===== src/rtl/id_ex_stage.sv =====
// ID/EX pipeline register with load-use hazard detection.
// It captures decoded operands, register addresses and control bits from ID.
// A load-use dependency inserts one bubble and freezes PC and IF/ID. A branch
// flush squashes the instruction entering EX. An external hold freezes the
// whole stage. Two saturating counters track bubbles and flushes.
module id_ex_stage #(
  parameter int DATA_W = 32,
  parameter int CNT_W  = 16
) (
  input  logic              clk_i,
  input  logic              rst_i,
  input  logic              Flush_i,
  input  logic              Hold_i,
  input  logic [4:0]        IFID_Rs_addr,
  input  logic [4:0]        IFID_Rt_addr,
  input  logic [4:0]        IFID_Rd_addr,
  input  logic [DATA_W-1:0] RS_data,
  input  logic [DATA_W-1:0] RT_data,
  input  logic [DATA_W-1:0] Imm,
  input  logic              RegWrite,
  input  logic              MemRead,
  input  logic              MemWrite,
  input  logic              MemtoReg,
  input  logic              ALUSrc,
  input  logic              RegDst,
  input  logic [2:0]        ALUOp,
  output logic [4:0]        ID_EX_Rs_addr,
  output logic [4:0]        ID_EX_Rt_addr,
  output logic [4:0]        ID_EX_Rd_addr,
  output logic [DATA_W-1:0] ID_EX_RS_data,
  output logic [DATA_W-1:0] ID_EX_RT_data,
  output logic [DATA_W-1:0] ID_EX_Imm,
  output logic              ID_EX_RegWrite,
  output logic              ID_EX_MemRead,
  output logic              ID_EX_MemWrite,
  output logic              ID_EX_MemtoReg,
  output logic              ID_EX_ALUSrc,
  output logic              ID_EX_RegDst,
  output logic [2:0]        ID_EX_ALUOp,
  output logic              PC_Write,
  output logic              IFID_Write,
  output logic              Hazard_o,
  output logic [CNT_W-1:0]  Bubble_cnt,
  output logic [CNT_W-1:0]  Flush_cnt
);

  // All pipeline fields are grouped so that a bubble is one assignment.
  typedef struct packed {
    logic [4:0]        rs_addr;
    logic [4:0]        rt_addr;
    logic [4:0]        rd_addr;
    logic [DATA_W-1:0] rs_data;
    logic [DATA_W-1:0] rt_data;
    logic [DATA_W-1:0] imm;
    logic              reg_write;
    logic              mem_read;
    logic              mem_write;
    logic              mem_to_reg;
    logic              alu_src;
    logic              reg_dst;
    logic [2:0]        alu_op;
  } id_ex_t;

  localparam id_ex_t      BUBBLE  = '0;
  localparam [CNT_W-1:0]  CNT_MAX = {CNT_W{1'b1}};

  id_ex_t id_in;
  id_ex_t id_ex_q;
  logic   load_use;

  assign id_in = '{
    rs_addr:    IFID_Rs_addr,
    rt_addr:    IFID_Rt_addr,
    rd_addr:    IFID_Rd_addr,
    rs_data:    RS_data,
    rt_data:    RT_data,
    imm:        Imm,
    reg_write:  RegWrite,
    mem_read:   MemRead,
    mem_write:  MemWrite,
    mem_to_reg: MemtoReg,
    alu_src:    ALUSrc,
    reg_dst:    RegDst,
    alu_op:     ALUOp
  };

  // Load in EX whose destination ($0 excluded) is read by the instruction in ID.
  assign load_use = id_ex_q.mem_read && (id_ex_q.rt_addr != 5'd0) &&
                    ((id_ex_q.rt_addr == IFID_Rs_addr) ||
                     (id_ex_q.rt_addr == IFID_Rt_addr));

  // Front-end enables; a flush always lets the redirect through.
  assign Hazard_o   = load_use;
  assign PC_Write   = Flush_i || !(Hold_i || load_use);
  assign IFID_Write = PC_Write;

  // Pipeline register and performance counters, priority reset > flush > hold > stall.
  always_ff @(posedge clk_i) begin
    // NOTE: non-blocking assignments keep every register sampling the pre-edge
    // values, so the hazard term read here is the one seen by the front end.
    if (!rst_i) begin
      id_ex_q    <= BUBBLE;
      Bubble_cnt <= '0;
      Flush_cnt  <= '0;
    end else if (Flush_i) begin
      id_ex_q <= BUBBLE;
      if (Flush_cnt != CNT_MAX) Flush_cnt <= Flush_cnt + 1'b1;
    end else if (Hold_i) begin
      id_ex_q <= id_ex_q;
    end else if (load_use) begin
      id_ex_q <= BUBBLE;
      if (Bubble_cnt != CNT_MAX) Bubble_cnt <= Bubble_cnt + 1'b1;
    end else begin
      id_ex_q <= id_in;
    end
  end

  assign ID_EX_Rs_addr  = id_ex_q.rs_addr;
  assign ID_EX_Rt_addr  = id_ex_q.rt_addr;
  assign ID_EX_Rd_addr  = id_ex_q.rd_addr;
  assign ID_EX_RS_data  = id_ex_q.rs_data;
  assign ID_EX_RT_data  = id_ex_q.rt_data;
  assign ID_EX_Imm      = id_ex_q.imm;
  assign ID_EX_RegWrite = id_ex_q.reg_write;
  assign ID_EX_MemRead  = id_ex_q.mem_read;
  assign ID_EX_MemWrite = id_ex_q.mem_write;
  assign ID_EX_MemtoReg = id_ex_q.mem_to_reg;
  assign ID_EX_ALUSrc   = id_ex_q.alu_src;
  assign ID_EX_RegDst   = id_ex_q.reg_dst;
  assign ID_EX_ALUOp    = id_ex_q.alu_op;

endmodule


===== config.mk =====
export PLATFORM = sky130hd
export DESIGN_NAME = id_ex_stage
export DESIGN_NICKNAME = d
export VERILOG_FILES = /design/src/rtl/id_ex_stage.sv
export SDC_FILE = /design/constraint.sdc
export NUM_CORES = 1
export LEC_CHECK = 0
export CAP_MARGIN = 5
export CORE_MARGIN = 1.5
export CORE_UTILIZATION = 46
export CTS_CLUSTER_DIAMETER = 50
export DETAILED_ROUTE_END_ITERATION = 10
export PLACE_DENSITY_LB_ADDON = 0.05
export RECOVER_POWER = 25
export SLEW_MARGIN = 20
export SYNTH_ARGS = -nofsm -noshare
export SYNTH_HDL_FRONTEND = slang
export SYNTH_SLANG_ARGS = --single-unit

===== constraint.sdc =====
create_clock -name clk_i -period 5.36 [get_ports clk_i]
set_input_delay 1.608 -clock clk_i [delete_from_list [all_inputs] [get_ports clk_i]]
set_output_delay 1.608 -clock clk_i [all_outputs]
set_load 0.02 [all_outputs]

==> results of run 1 <==
[area by class of cell]
type                    instances  area [sq um]
diodes                          1          2.50
clock buffers                  22           464
clock inverters                 9           195
fillers                      1130          3920
inverters                       7          26.3
multi-input cells             537          3240
flip-flops and latches        152          3040
well taps                     180           225
repair buffers                288          2870
[worst min-delay path by stage]
stage | start | to | slack [ns]
floorplan | ID_EX_Rs_addr[2] | ID_EX_Rs_addr[2] | 0.55
global placement | ID_EX_Rs_addr[2] | ID_EX_Rs_addr[2] | 0.46
detailed placement | ID_EX_RS_data[6] | ID_EX_RS_data[6] | 0.47
CTS | ID_EX_RT_data[5] | ID_EX_RT_data[5] | 0.47
global route | ID_EX_Imm[30] | ID_EX_Imm[30] | 0.49
finish | ID_EX_RS_data[6] | ID_EX_RS_data[6] | 0.47
[synth_stat cells (2+ instances only)]
cell type                  count
sky130_fd_sc_hd__dfxtp_1     152
sky130_fd_sc_hd__nand3_1     125
sky130_fd_sc_hd__nand3b_1    120
sky130_fd_sc_hd__o21ai_1      77
sky130_fd_sc_hd__clkbuf_1     60
sky130_fd_sc_hd__o21ai_0      48
sky130_fd_sc_hd__nand2_1      25
sky130_fd_sc_hd__nor2_1       22
sky130_fd_sc_hd__xor2_1       16
sky130_fd_sc_hd__buf_2        11
sky130_fd_sc_hd__nand4_1      11
sky130_fd_sc_hd__a21oi_1       9
sky130_fd_sc_hd__nand2b_1      8
sky130_fd_sc_hd__inv_1         7
sky130_fd_sc_hd__mux2i_1       6
sky130_fd_sc_hd__nor3_1        6
sky130_fd_sc_hd__or4_1         6
sky130_fd_sc_hd__o22ai_1       5
sky130_fd_sc_hd__or3_1         5
sky130_fd_sc_hd__xnor2_1       5
sky130_fd_sc_hd__nor4_1        4
sky130_fd_sc_hd__o31ai_1       4
sky130_fd_sc_hd__and3_1        3
sky130_fd_sc_hd__o211ai_1      3
sky130_fd_sc_hd__and2_1        2
sky130_fd_sc_hd__buf_4         2
sky130_fd_sc_hd__ha_1          2
sky130_fd_sc_hd__nor4b_2       2
sky130_fd_sc_hd__o21a_1        2
sky130_fd_sc_hd__o21bai_1      2
sky130_fd_sc_hd__o311ai_0      2
sky130_fd_sc_hd__o41ai_1       2
[metal layers]
layer | part of all wire [%] | vias to the layer above | GRT usage, %
met2 | 46 | 232 | 38.6
li1 | - | 3242 | -
met5 | 0 | - | 0
met3 | 10 | 30 | 10.3
met4 | 2.4 | 0 | 9.74
met1 | 41 | 3009 | 31.4
[power groups by stage]
stage               clock network (W)  registers, W  logic [W]
CTS                           0.00136       0.00118   0.000322
finish                        0.00134       0.00118   0.000315
global placement                    0       0.00120   0.000319
global route                  0.00142       0.00118   0.000338
detailed placement                  0       0.00120   0.000320
floorplan                           0       0.00124   0.000104
[critical path, delay by kind of cell]
kind	cells	cell delay, ns
AO/OA/AOI/OAI	2	0.48
XOR/XNOR	1	0.23
buffers and inverters	2	1.14
AND/OR/NAND/NOR	2	0.17
[kinds of logic after synthesis]
kind of cell,count (synthesis),share of synthesized area (%)
AOI/OAI and AO/OA,160,13.2
xor gates and xnor gates,21,2.78
adders and majority gates,2,0.378
buffers and inverters,82,5.09
DFF,152,46.0
muxes,6,0.908
and+or+nand+nor,348,31.6
[per-stage QoR]
stage	std cells	instance area, sq um
after floorplan	771	6620
after global placement	1164	9420
after global routing	1195	10100
after detailed placement	1164	9420
after CTS	1195	10100
final	1196	10100
[state kept, by name (all words and copies together), names as in the netlist, 3 cells and up]
name	flops
Bubble_cnt	16
Flush_cnt	16
ID_EX_Rs_addr	5
ID_EX_Rd_addr	5
ID_EX_Rt_addr	5
ID_EX_RT_data	32
ID_EX_ALUOp	3
ID_EX_RS_data	32
ID_EX_Imm	32
==> results, run 1 <==
- Setup violations remaining at the end of the flow were counted as 0.
- Combinational cells account for 11.1% of the total power.
- The largest buffer count on any clock path is 2.
- The total power after layout is 0.00283 W.
- The share of the yosys chip area belonging to registers is 46.0%.
- After synthesis the cells add up to 6620 sq um.
- The ratio of cells with drive above 1 in the final layout is 4.53%.
- The pre-antenna-repair detailed-routing pass consisted of 5 iterations.
- The post-synthesis register bit count is 152.
- By startpoint and endpoint, the worst setup path is classified as in2out.
- The first-pass GRT wire length is approximately 30 mm.
- sky130_fd_sc_hd__dfxtp_1 takes more of the synthesized area than any other cell.
- The number of cells on the worst hold path is 2.
- The number of antenna violations at the first check in global routing is 0.
- The most numerous cell type found on the critical path is sky130_fd_sc_hd__clkdlybuf4s50_1.
- For this run the aggregate overflow at the end of global routing stands at 0.
- The total negative slack is 0 ns.
- The clock tree skew after final layout is between 0.008 and 0.009 ns.
- The area enclosed by the die boundary is 15100 sq um.
- For the pin with the worst max-slew slack, the measured transition is 1.07 ns.
- The final layout contains 1129 nets.
- The netlist uses 49 different library cells.
- The net switching fraction of the power is 21.6%.
- The buffers inserted during post-CTS setup optimization is 0.
- The synthesized design contains 0 enable-type register cells.
- The share of power burned in the clock network is a little under half.
- The total count of max-transition violations in the final report is 0.
- In the routed design, unresolved DRC markers number 0.
- The final core area utilization is between 70% and 80%.
- The standard cell with the maximum stage delay on the critical path is sky130_fd_sc_hd__clkdlybuf4s50_1.
- Across the VDD grid, the largest voltage drop is 0.229 mV.
- The number of hold-slack violations in the final timing report is 0.
- In this run the vertical extent of the chip is 123 um.
- The wire length reported by the detailed router is approximately 20 mm.
- The total via count in the routed design is 6513.
- The endpoint type of the worst setup path is an output pin.
- The worst pin sits at a relative slew slack of 28.5%.
- During synthesis, Yosys emitted a total of 0 warnings.
- The launching element of the worst setup path is IFID_Rt_addr[4].
- Among all flip-flop cells after synthesis, the most frequent one is sky130_fd_sc_hd__dfxtp_1.
- Data on the critical path arrives at its endpoint at 3.64 ns.
- For this configuration, the core starts out at a cell density of 47.3%.
- After layout, the worst path uses 97.9% of the clock period.
- STA puts the critical path data required time at 3.75 ns.
- The clock slew seen by the registers of the worst setup and hold paths is 0.06 ns.
- The commonest non-fill, non-tap cell in the layout is sky130_fd_sc_hd__clkdlybuf4s50_1.
- In the post-synthesis netlist, the biggest area contributors are sky130_fd_sc_hd__dfxtp_1, sky130_fd_sc_hd__nand3b_1, sky130_fd_sc_hd__nand3_1.
- The switching component of the power is roughly 0.00061 W.
- Summed over all nets, the half-perimeter wirelength after detailed placement is 13.0 mm.
- Input and output buffers added on the ports amount to 278.
- The internal portion of the total power is 0.00222 W.
- After synthesis, the mean cell area works out to between 8 and 9 sq um.
- The maximum number of pins on one net before global-route repair is ~170.
- The clock sink count is 152.
- Using the TritonRoute via totals, the vias-per-cell ratio works out to 5.45.
- The areal power density over the cells is 282 nW/um^2.
- Setup repair after global routing left no endpoint under its margin.
- After synthesis, the share of flip-flops with an asynchronous set or reset is 0%.
- STA classifies the critical path startpoint as an input port.
- The initial detailed-routing violation count is 578.
- When the netlist entered floorplanning its net count stood at approximately 900.
- The worst register-to-register path ends at ID_EX_Imm[15].
- The number of primary I/O pins is 279.
- CTS built an H-tree with a depth of 4.
- After technology mapping, the gate count stands at 771.
- The flow ran to the end, and the final reports show no timing, DRC or antenna violations.
- The shortest period the worst path allows is 5.25 ns.
- The number of buffers created by CTS is 17.
- The share of the synthesized area in the top cell type is between 40% and 50%.
- Max-cap violations in this run came to 0.
- The cell sitting at the root of the clock tree is a sky130_fd_sc_hd__clkbuf_16.
- The cell leakage power is approximately 3.6 nW.
- Row generation in the floorplan step produced 43 rows.
- Global routing consumed, over all layers together, 25.1% of the routing resources.
- In this design, the stage delay of the slowest critical-path cell is ~0.65 ns.
- The clock tree from TritonCTS is done.
- Routability-driven placement finished with a final weighted congestion of 0.771.
- The top achievable clock speed is 191 MHz.
- In this run the worst hold path is classified as reg2reg.
- The maximum net fanout on the critical path is 4.
- The worst flop-to-flop path startpoint is ID_EX_Rt_addr[3].
- Dividing the detail-routed wire length by the instance count gives 16.4 um.
- The area added between synthesis and finish is 52.1%.
- The worst register-to-register path has a setup slack of 3.25 ns.
- The worst register-to-register path has a depth of 6.
- The region available for standard cell placement spans 14000 sq um.
- After clock tree synthesis, the repair step resized 0 gates.
- Walking the worst path, the cells encountered are clkdlybuf4s50_1 > xor2_1 > nor3_1 > a22oi_2 > nor2_4 > o21bai_1 > clkdlybuf4s50_1.
- In this run the horizontal extent of the chip is approximately 120 um.
- The worst setup slack after placement is roughly 0.12 ns.
- The most critical setup path has its endpoint at IFID_Write.
- In this run the remaining antenna-violating nets after routing total 0.
- The minimum setup slack in the final design is 0.111 ns.
- The clock reaches the later pin of the worst-skew pair after 0.42 ns.
- The worst hold slack after final layout is roughly 0.47 ns.
- The number of hold buffers added after CTS was 0.
- Of the total power, registers draw between 40% and 50%.
- Leaving out fill and tap cells, the most frequent cells in the layout are sky130_fd_sc_hd__clkdlybuf4s50_1, sky130_fd_sc_hd__dfxtp_1, sky130_fd_sc_hd__nand3_1.
- The via count of the first global-routing pass is 5761.
Power figures use the tool's default switching activity.
==> inputs of run 2 (changes only) <==
--- a/config.mk
+++ b/config.mk
@@ -7,7 +7,8 @@
 export LEC_CHECK = 0
 export CAP_MARGIN = 5
 export CORE_MARGIN = 1.5
-export CORE_UTILIZATION = 46
+export CORE_UTILIZATION = 48
+export CTS_BUF_LIST = sky130_fd_sc_hd__clkbuf_8
 export CTS_CLUSTER_DIAMETER = 50
 export DETAILED_ROUTE_END_ITERATION = 10
 export PLACE_DENSITY_LB_ADDON = 0.05
==> constraint.sdc (replaced) <==
create_clock -name clk_i -period 5.36 [get_ports clk_i]
set_input_delay 1.608 -clock clk_i [delete_from_list [all_inputs] [get_ports clk_i]]
set_output_delay 1.608 -clock clk_i [all_outputs]
set_load 0.01 [all_outputs]
==> run 2 against run 1 <==
Sequential share of layout area increased by 0.80 points. Sequential cell count unchanged. Clock-buffer cell count decreased by 1. Sequential power about the same. First-iteration DRC count decreased by 7.3%. Global-route usage increased by 2.2 points. Die area decreased by 4.1%. Worst hold slack improved by 0.0080 ns. Critical endpoint unchanged.
==> results, run 2 (same netlist as run 1, synthesis figures left out) <==
- The endpoint required time on the critical path is 3.75 ns.
- Using the TritonRoute via totals, the vias-per-cell ratio works out to 5.55.
- Max-cap violations in this run came to 0.
- The largest incremental delay on the critical path is 0.60 ns.
- The shortest period the worst path allows is about 5.3 ns.
- CTS saw between 150 and 200 sinks.
- The floorplan step defined a die boundary enclosing 14500 sq um.
- The worst ir drop on vdd is 0.150 mV.
- TritonCTS built the clock tree.
- The top cell family by delay on the critical path is buffers and inverters.
- The core area is 13300 sq um.
- The count of inserted antenna diode cells is 0.
- In this run the worst path has a maximum fanout of 7.
- Setup repair after global routing left no endpoint under its margin.
- Setup slack on the critical path of the routed design comes to approximately 0.097 ns.
- Buffers added to address setup during post-CTS repair amount to 0.
- The number of hold-slack violations in the final timing report was 0.
- STA puts the critical path data arrival time at 3.65 ns.
- Traced cell by cell, the critical path runs through clkdlybuf4s50_1 > xor2_1 > nor3_1 > a22oi_2 > nor2_4 > o21bai_1 > clkdlybuf4s50_1.
- The commonest non-fill, non-tap cell in the layout is sky130_fd_sc_hd__clkdlybuf4s50_1.
- The number of setup violations in the final report is 0.
- Power comes to between 0.002 and 0.0025 W.
- The largest buffer count on any clock path is 2.
- From synthesis to final layout, the design area changed by 48.2%.
- The floorplan step set the die width to between 100 and 150 um.
- Cells with a size suffix above 1 make up 4.63% of the layout.
- The aggregate global routing overflow is 0.
- For the pin with the worst max-slew slack, the measured transition is 0.820 ns.
- The library cells used most frequently in the layout, excluding fill and tap cells, are sky130_fd_sc_hd__clkdlybuf4s50_1, sky130_fd_sc_hd__dfxtp_1, sky130_fd_sc_hd__nand3_1.
- For this configuration, the core starts out at a cell density of 49.6%.
- The total via count in the routed design is ~6600.
- Once the clock tree was built, the resizer swapped 0 gates to a different size.
- Static timing analysis puts the maximum clock frequency at 190 MHz.
- In this run, placement finished with an instance count of 1160.
- The clock tree skew after final layout is approximately 0.012 ns.
- The critical path contains buffers and inverters numbering 2 combined.
- At the placement stage, the worst setup path has a slack of between 0.1 and 0.15 ns.
- The initialized floorplan defines 42 standard-cell rows.
- The number of primary I/O pins is 279.
- After routing, the total negative slack on setup checks comes to 0 ns.
- The worst setup path is launched from an input port.
- The depth of the CTS H-tree is 4.
- The number of nets in the final layout is 1129.
- The endpoint type of the worst setup path is an output pin.
- The quantity of I/O buffers inserted on ports is between 200 and 300.
- From bottom edge to top edge, the die measures 120 um.
- The all-layer global routing usage is 27.4%.
- The number of hold-repair buffers added at the cts stage is 0.
- After detailed routing, the number of remaining DRC violations is 0.
- In this run the tightest slew margin relative to its limit is 45.4%.
- At the end of routability-driven placement, the weighted congestion stood at 0.873.
- The cell leakage power is between 3 and 4 nW.
- The first-pass detailed-route iteration total is 5.
- The later-pin clock latency in the skew report is 0.45 ns.
- The largest individual stage delay along the critical path comes from the cell sky130_fd_sc_hd__clkdlybuf4s50_1.
- The maximum number of pins on one net before global-route repair is ~140.
- After the first detailed-routing iteration, the DRC count stood at 536.
- The critical path is of the in2out type.
- Wires add up to 20.2 mm.
- After clock tree synthesis, the clock-pin slew on the worst setup and hold paths is 0.08 ns.
- The number of nets with antenna violations after detailed routing is 0.
- The non-filler instance count after layout is 1191.
- Power spread over the standard cell area amounts to 238 nW/um^2.
- The total count of max-transition violations in the final report is 0.
- The worst min-delay path class is reg2reg.
- The average detailed-routed wire length per instance is 16.9 um.
- The number of buffers created by CTS is 17.
- The clock root buffer is sky130_fd_sc_hd__clkbuf_8.
- The number of antenna violations at the first check in global routing came to 1.
- The via count of the first global-routing pass is 6262.
- Detailed placement ended at an HPWL of 14.1 mm.
- Among the stages of the critical path, the cell type that occurs most often is sky130_fd_sc_hd__clkdlybuf4s50_1.
- The flow ran to the end, and the final reports show no timing, DRC or antenna violations.
- The post-route clock period utilization is 98.2%.
- The first-pass GRT wire length is ~32 mm.
==> run 2: cell types whose count changed in the layout (fill, tap and decap cells not counted), sizes merged <==
cell,before,now
clkinv,3,4
inv,7,9
clkbuf,23,22
diode,1,0
clkinvlp,0,2
bufinv,6,2
==> run 2: area by class of cell <==
| class | instances | area (sq um) |
|---|---|---|
| clock buffers | 21 | 289 |
| clock inverters | 10 | 103 |
| fillers | 1020 | 3540 |
| inverters | 7 | 26.3 |
| multi-input cells | 537 | 3240 |
| flip-flops and latches | 152 | 3040 |
| well taps | 176 | 220 |
| repair buffers | 288 | 2880 |
==> run 2: layer usage <==
metal,track usage (%),vias to the layer above,part of all wire [%]
li1,-,3232,-
met1,32.6,3089,41
met2,45.5,251,48
met3,9.43,35,9.0
met4,10.1,2,2.5
met5,0,-,0.079
==> run 2: path summary, 6_finish.rpt <==
kind                           from                 to  slack, ns  cells past startpoint
setup reg to reg   ID_EX_Rt_addr[3]      ID_EX_Imm[19]       3.04                      6
hold / removal    ID_EX_RT_data[20]  ID_EX_RT_data[20]       0.47                      2
hold reg to reg   ID_EX_RT_data[20]  ID_EX_RT_data[20]       0.47                      2
setup / recovery    IFID_Rt_addr[4]         IFID_Write        0.1                      7
==> run 2: worst reg2reg max path: cells and delay by family (launching register included) <==
family | cells | cell delay (ns)
compound gates | 2 | 0.46
xor+xnor | 1 | 0.12
buf+inv | 1 | 0.64
flops | 1 | 0.51
simple gates | 2 | 0.45
==> run 2: metrics by stage <==
| step | utilization (%) | hold WS [ns] | instance area, sq um |
|---|---|---|---|
| after global placement | 70.6 | 0.461 | 9420 |
| after detailed placement | 70.6 | 0.466 | 9420 |
| after CTS | 73.5 | 0.477 | 9810 |
| final | 73.5 | 0.474 | 9810 |
| after global routing | 73.5 | 0.495 | 9810 |
| after floorplan | - | 0.494 | 6620 |
==> run 2: power by group <==
part	internal, W	switching, W	total (W)
Sequential	0.00116	0.0000190	0.00118
Combinational	0.000167	0.000128	0.000296
Clock	0.000454	0.000408	0.000862
Total	0.00178	0.000555	0.00234
==> inputs of run 3 (changes only) <==
--- a/config.mk
+++ b/config.mk
@@ -7,7 +7,7 @@
 export LEC_CHECK = 0
 export CAP_MARGIN = 5
 export CORE_MARGIN = 1.5
-export CORE_UTILIZATION = 48
+export CORE_UTILIZATION = 35
 export CTS_BUF_LIST = sky130_fd_sc_hd__clkbuf_8
 export CTS_CLUSTER_DIAMETER = 50
 export DETAILED_ROUTE_END_ITERATION = 10
==> run 3 against run 2 <==
Clock-buffer cell count shrank 4. Routed wire length is 0.36% higher. Sequential power about the same. Critical path type unchanged. Highest routed layer is now met4.
==> results, run 3 (same netlist as run 1, synthesis figures left out) <==
- Leaving out fill and tap cells, the most frequent cell in the layout is sky130_fd_sc_hd__clkdlybuf4s50_1.
- The critical path starts at IFID_Rt_addr[3].
- The first global-routing pass estimated 31.7 mm of wire.
- The worst ir drop on vdd is 0.135 mV.
- After the first detailed-routing iteration, the DRC count stood at 380.
- The die covers 19700 sq um.
- The standard cell with the maximum stage delay on the critical path is sky130_fd_sc_hd__clkdlybuf4s50_1.
- Leaving out fill and tap cells, the most frequent cells in the layout are sky130_fd_sc_hd__clkdlybuf4s50_1, sky130_fd_sc_hd__dfxtp_1, sky130_fd_sc_hd__nand3_1.
- The areal power density over the cells is 235 nW/um^2.
- The filler cell count in the final layout is around 1800.
- The number of antenna violations at the first check in global routing is 1.
- The clock period could shrink to 5.09 ns.
- The weighted congestion reported at the end of routability-driven placement is a little under 0.8.
- The quantity of gates resized following cts is 0.
- The path class of the tightest hold or removal check is reg2reg.
- The worst setup path is captured at an output pin.
- The number of cells in the design after placement is 1218.
- The via-per-instance ratio is ~5.1.
- The vertical die dimension is around 140 um.
- The detail route stage leaves a number of antenna-violating nets equal to 0.
- The aggregate global routing overflow is 0.
- The post-route clock period utilization is 94.9%.
- Measured on the finished design, the core utilization comes to 52.8%.
- The worst flop-to-flop path startpoint is ID_EX_Rt_addr[3].
- The depth of the CTS H-tree is 4.
- The half-perimeter wire length after placement is 13.2 mm.
- The most repeated library cell on the critical path is sky130_fd_sc_hd__clkdlybuf4s50_1.
- After clock tree synthesis, the setup repair step added 0 buffers.
- The final layout contains about 1100 nets.
- The area added between synthesis and finish is 48.7%.
- TritonCTS built the clock tree.
- Cells with a size suffix above 1 make up under 10% of the layout.
- The via count of the first global-routing pass was 5900.
- Counting along the longest clock path gives a buffer depth of 2.
- Buffers inserted during clock tree synthesis total 17.
- The area used by sequential logic in the layout is a little over 3000 sq um.
- The total power after layout is ~0.0023 W.
- Once layout is complete, the cells apart from fillers number 1249.
- The tool flagged a number of max-cap violations equal to 0.
- The critical path data arrival time is 3.48 ns.
- The floorplan row count is 50.
- The floorplan step set the die width to between 100 and 150 um.
- The area taken by multi-input logic gates is 3240 sq um.
- The core area is between 15000 and 20000 sq um.
- The nature of the critical path startpoint is an input port.
- At the later pin of the worst-skew pair, clock insertion delay measures 0.44 ns.
- The first-pass detailed-route iteration total is 4.
- After detailed routing, the average wire length per cell comes to 16.2 um.
- The wire length reported by the detailed router is around 20 mm.
- The number of hold-slack violations in the final timing report was 0.
- The worst hold slack after final layout is 0.471 ns.
- The signal on the critical path passes through clkdlybuf4s50_1 > xor2_1 > nor3_1 > a22oi_2 > nor2_4 > o21bai_1 > clkdlybuf4s50_1.
- Setup repair after global routing left no endpoint under its margin.
- In this run, post-CTS hold repair placed 0 buffers.
- The startpoint of the most critical hold path is ID_EX_RS_data[29].
- The total via count in the routed design is 6405.
- The endpoint required time on the critical path is 3.75 ns.
- The cell leakage power is 3.43 nW.
- The tree is rooted in a sky130_fd_sc_hd__clkbuf_8.
- For the pin with the worst max-slew slack, the measured transition is 0.954 ns.
- The total negative slack is 0 ns.
- Setup violations remaining at the end of the flow were counted as 0.
- The clock drives 152 sinks.
- Clock skew on the completed layout was measured at 0.0109 ns.
- During placement, the flow inserted port buffers numbering 278.
- The clock slew seen by the registers of the worst setup and hold paths is 0.08 ns.
- Entering global routing, the biggest net connects approximately 170 pins.
- The all-layer global routing usage is 20.0%.
- The flow ran to the end, and the final reports show no timing, DRC or antenna violations.
- The total count of max-transition violations in the final report is 0.
- Timing would allow up to 197 MHz.
- The worst slew margin relative to its limit is 36.4%.
- The maximum net fanout on the critical path is 2.
- The initial utilization of the core area, before any placement, comes to 35.5%.
- After detailed routing, the number of remaining DRC violations is 0.
- For this design the top-level I/O count stands at around 280.
- The worst setup path is of the in2out kind.
- The largest single stage delay on the critical path is 0.56 ns.
==> run 3: cell count changes in the layout (fill, tap and decap cells not counted), sizes merged <==
cell      previous run  this run
inv                  9         7
diode                0         1
clkinv               4         5
clkinvlp             2         6
clkbuf              22        18
==> run 3: worst paths after layout <==
kind | end | slack, ns | depth (start not counted)
setup / recovery | IFID_Write | 0.27 | 7
hold / removal | ID_EX_RS_data[29] | 0.47 | 2
setup reg to reg | ID_EX_Imm[16] | 2.52 | 8
hold reg to reg | ID_EX_RS_data[29] | 0.47 | 2
==> run 3: worst max-delay path: cells and delay by family <==
family                    cells  cell delay, ns
AOI/OAI and AO/OA             2            0.44
xor gates and xnor gates      1            0.20
buffers and inverters         2            1.06
and+or+nand+nor               2            0.17
==> run 3: cell type report <==
class / count / area share, %
Multi-Input combinational cell: 537 / 32.9
Sequential cell: 152 / 30.9
Timing Repair Buffer: 288 / 29.1
Tap cell: 234 / 2.98
Clock buffer: 17 / 2.38
Clock inverter: 13 / 1.36
Inverter: 7 / 0.267
Antenna cell: 1 / 0.0254
==> run 3: per-layer routing <==
metal / share of wire (%) / up-vias / track usage [%] / wire [um]
li1: - / 3243 / - / -
met1: 47 / 2945 / 26.9 / 9490
met2: 44 / 200 / 30.0 / 8830
met3: 8.2 / 17 / 6.91 / 1660
met4: 1.3 / 0 / 6.30 / 267
met5: 0 / - / 0 / 0
==> run 3: metrics by stage <==
stage / area, sq um / setup slack, ns
finish: 9840 / 0.273
detailed placement: 9490 / 0.260
floorplan: 6620 / 0.737
global placement: 9490 / 0.265
global route: 9840 / 0.113
CTS: 9850 / 0.251
==> run 3: where the power goes <==
| group | switching [W] | internal [W] |
|---|---|---|
| Combinational | 0.000128 | 0.000165 |
| Sequential | 0.0000176 | 0.00116 |
| Clock | 0.000440 | 0.000404 |
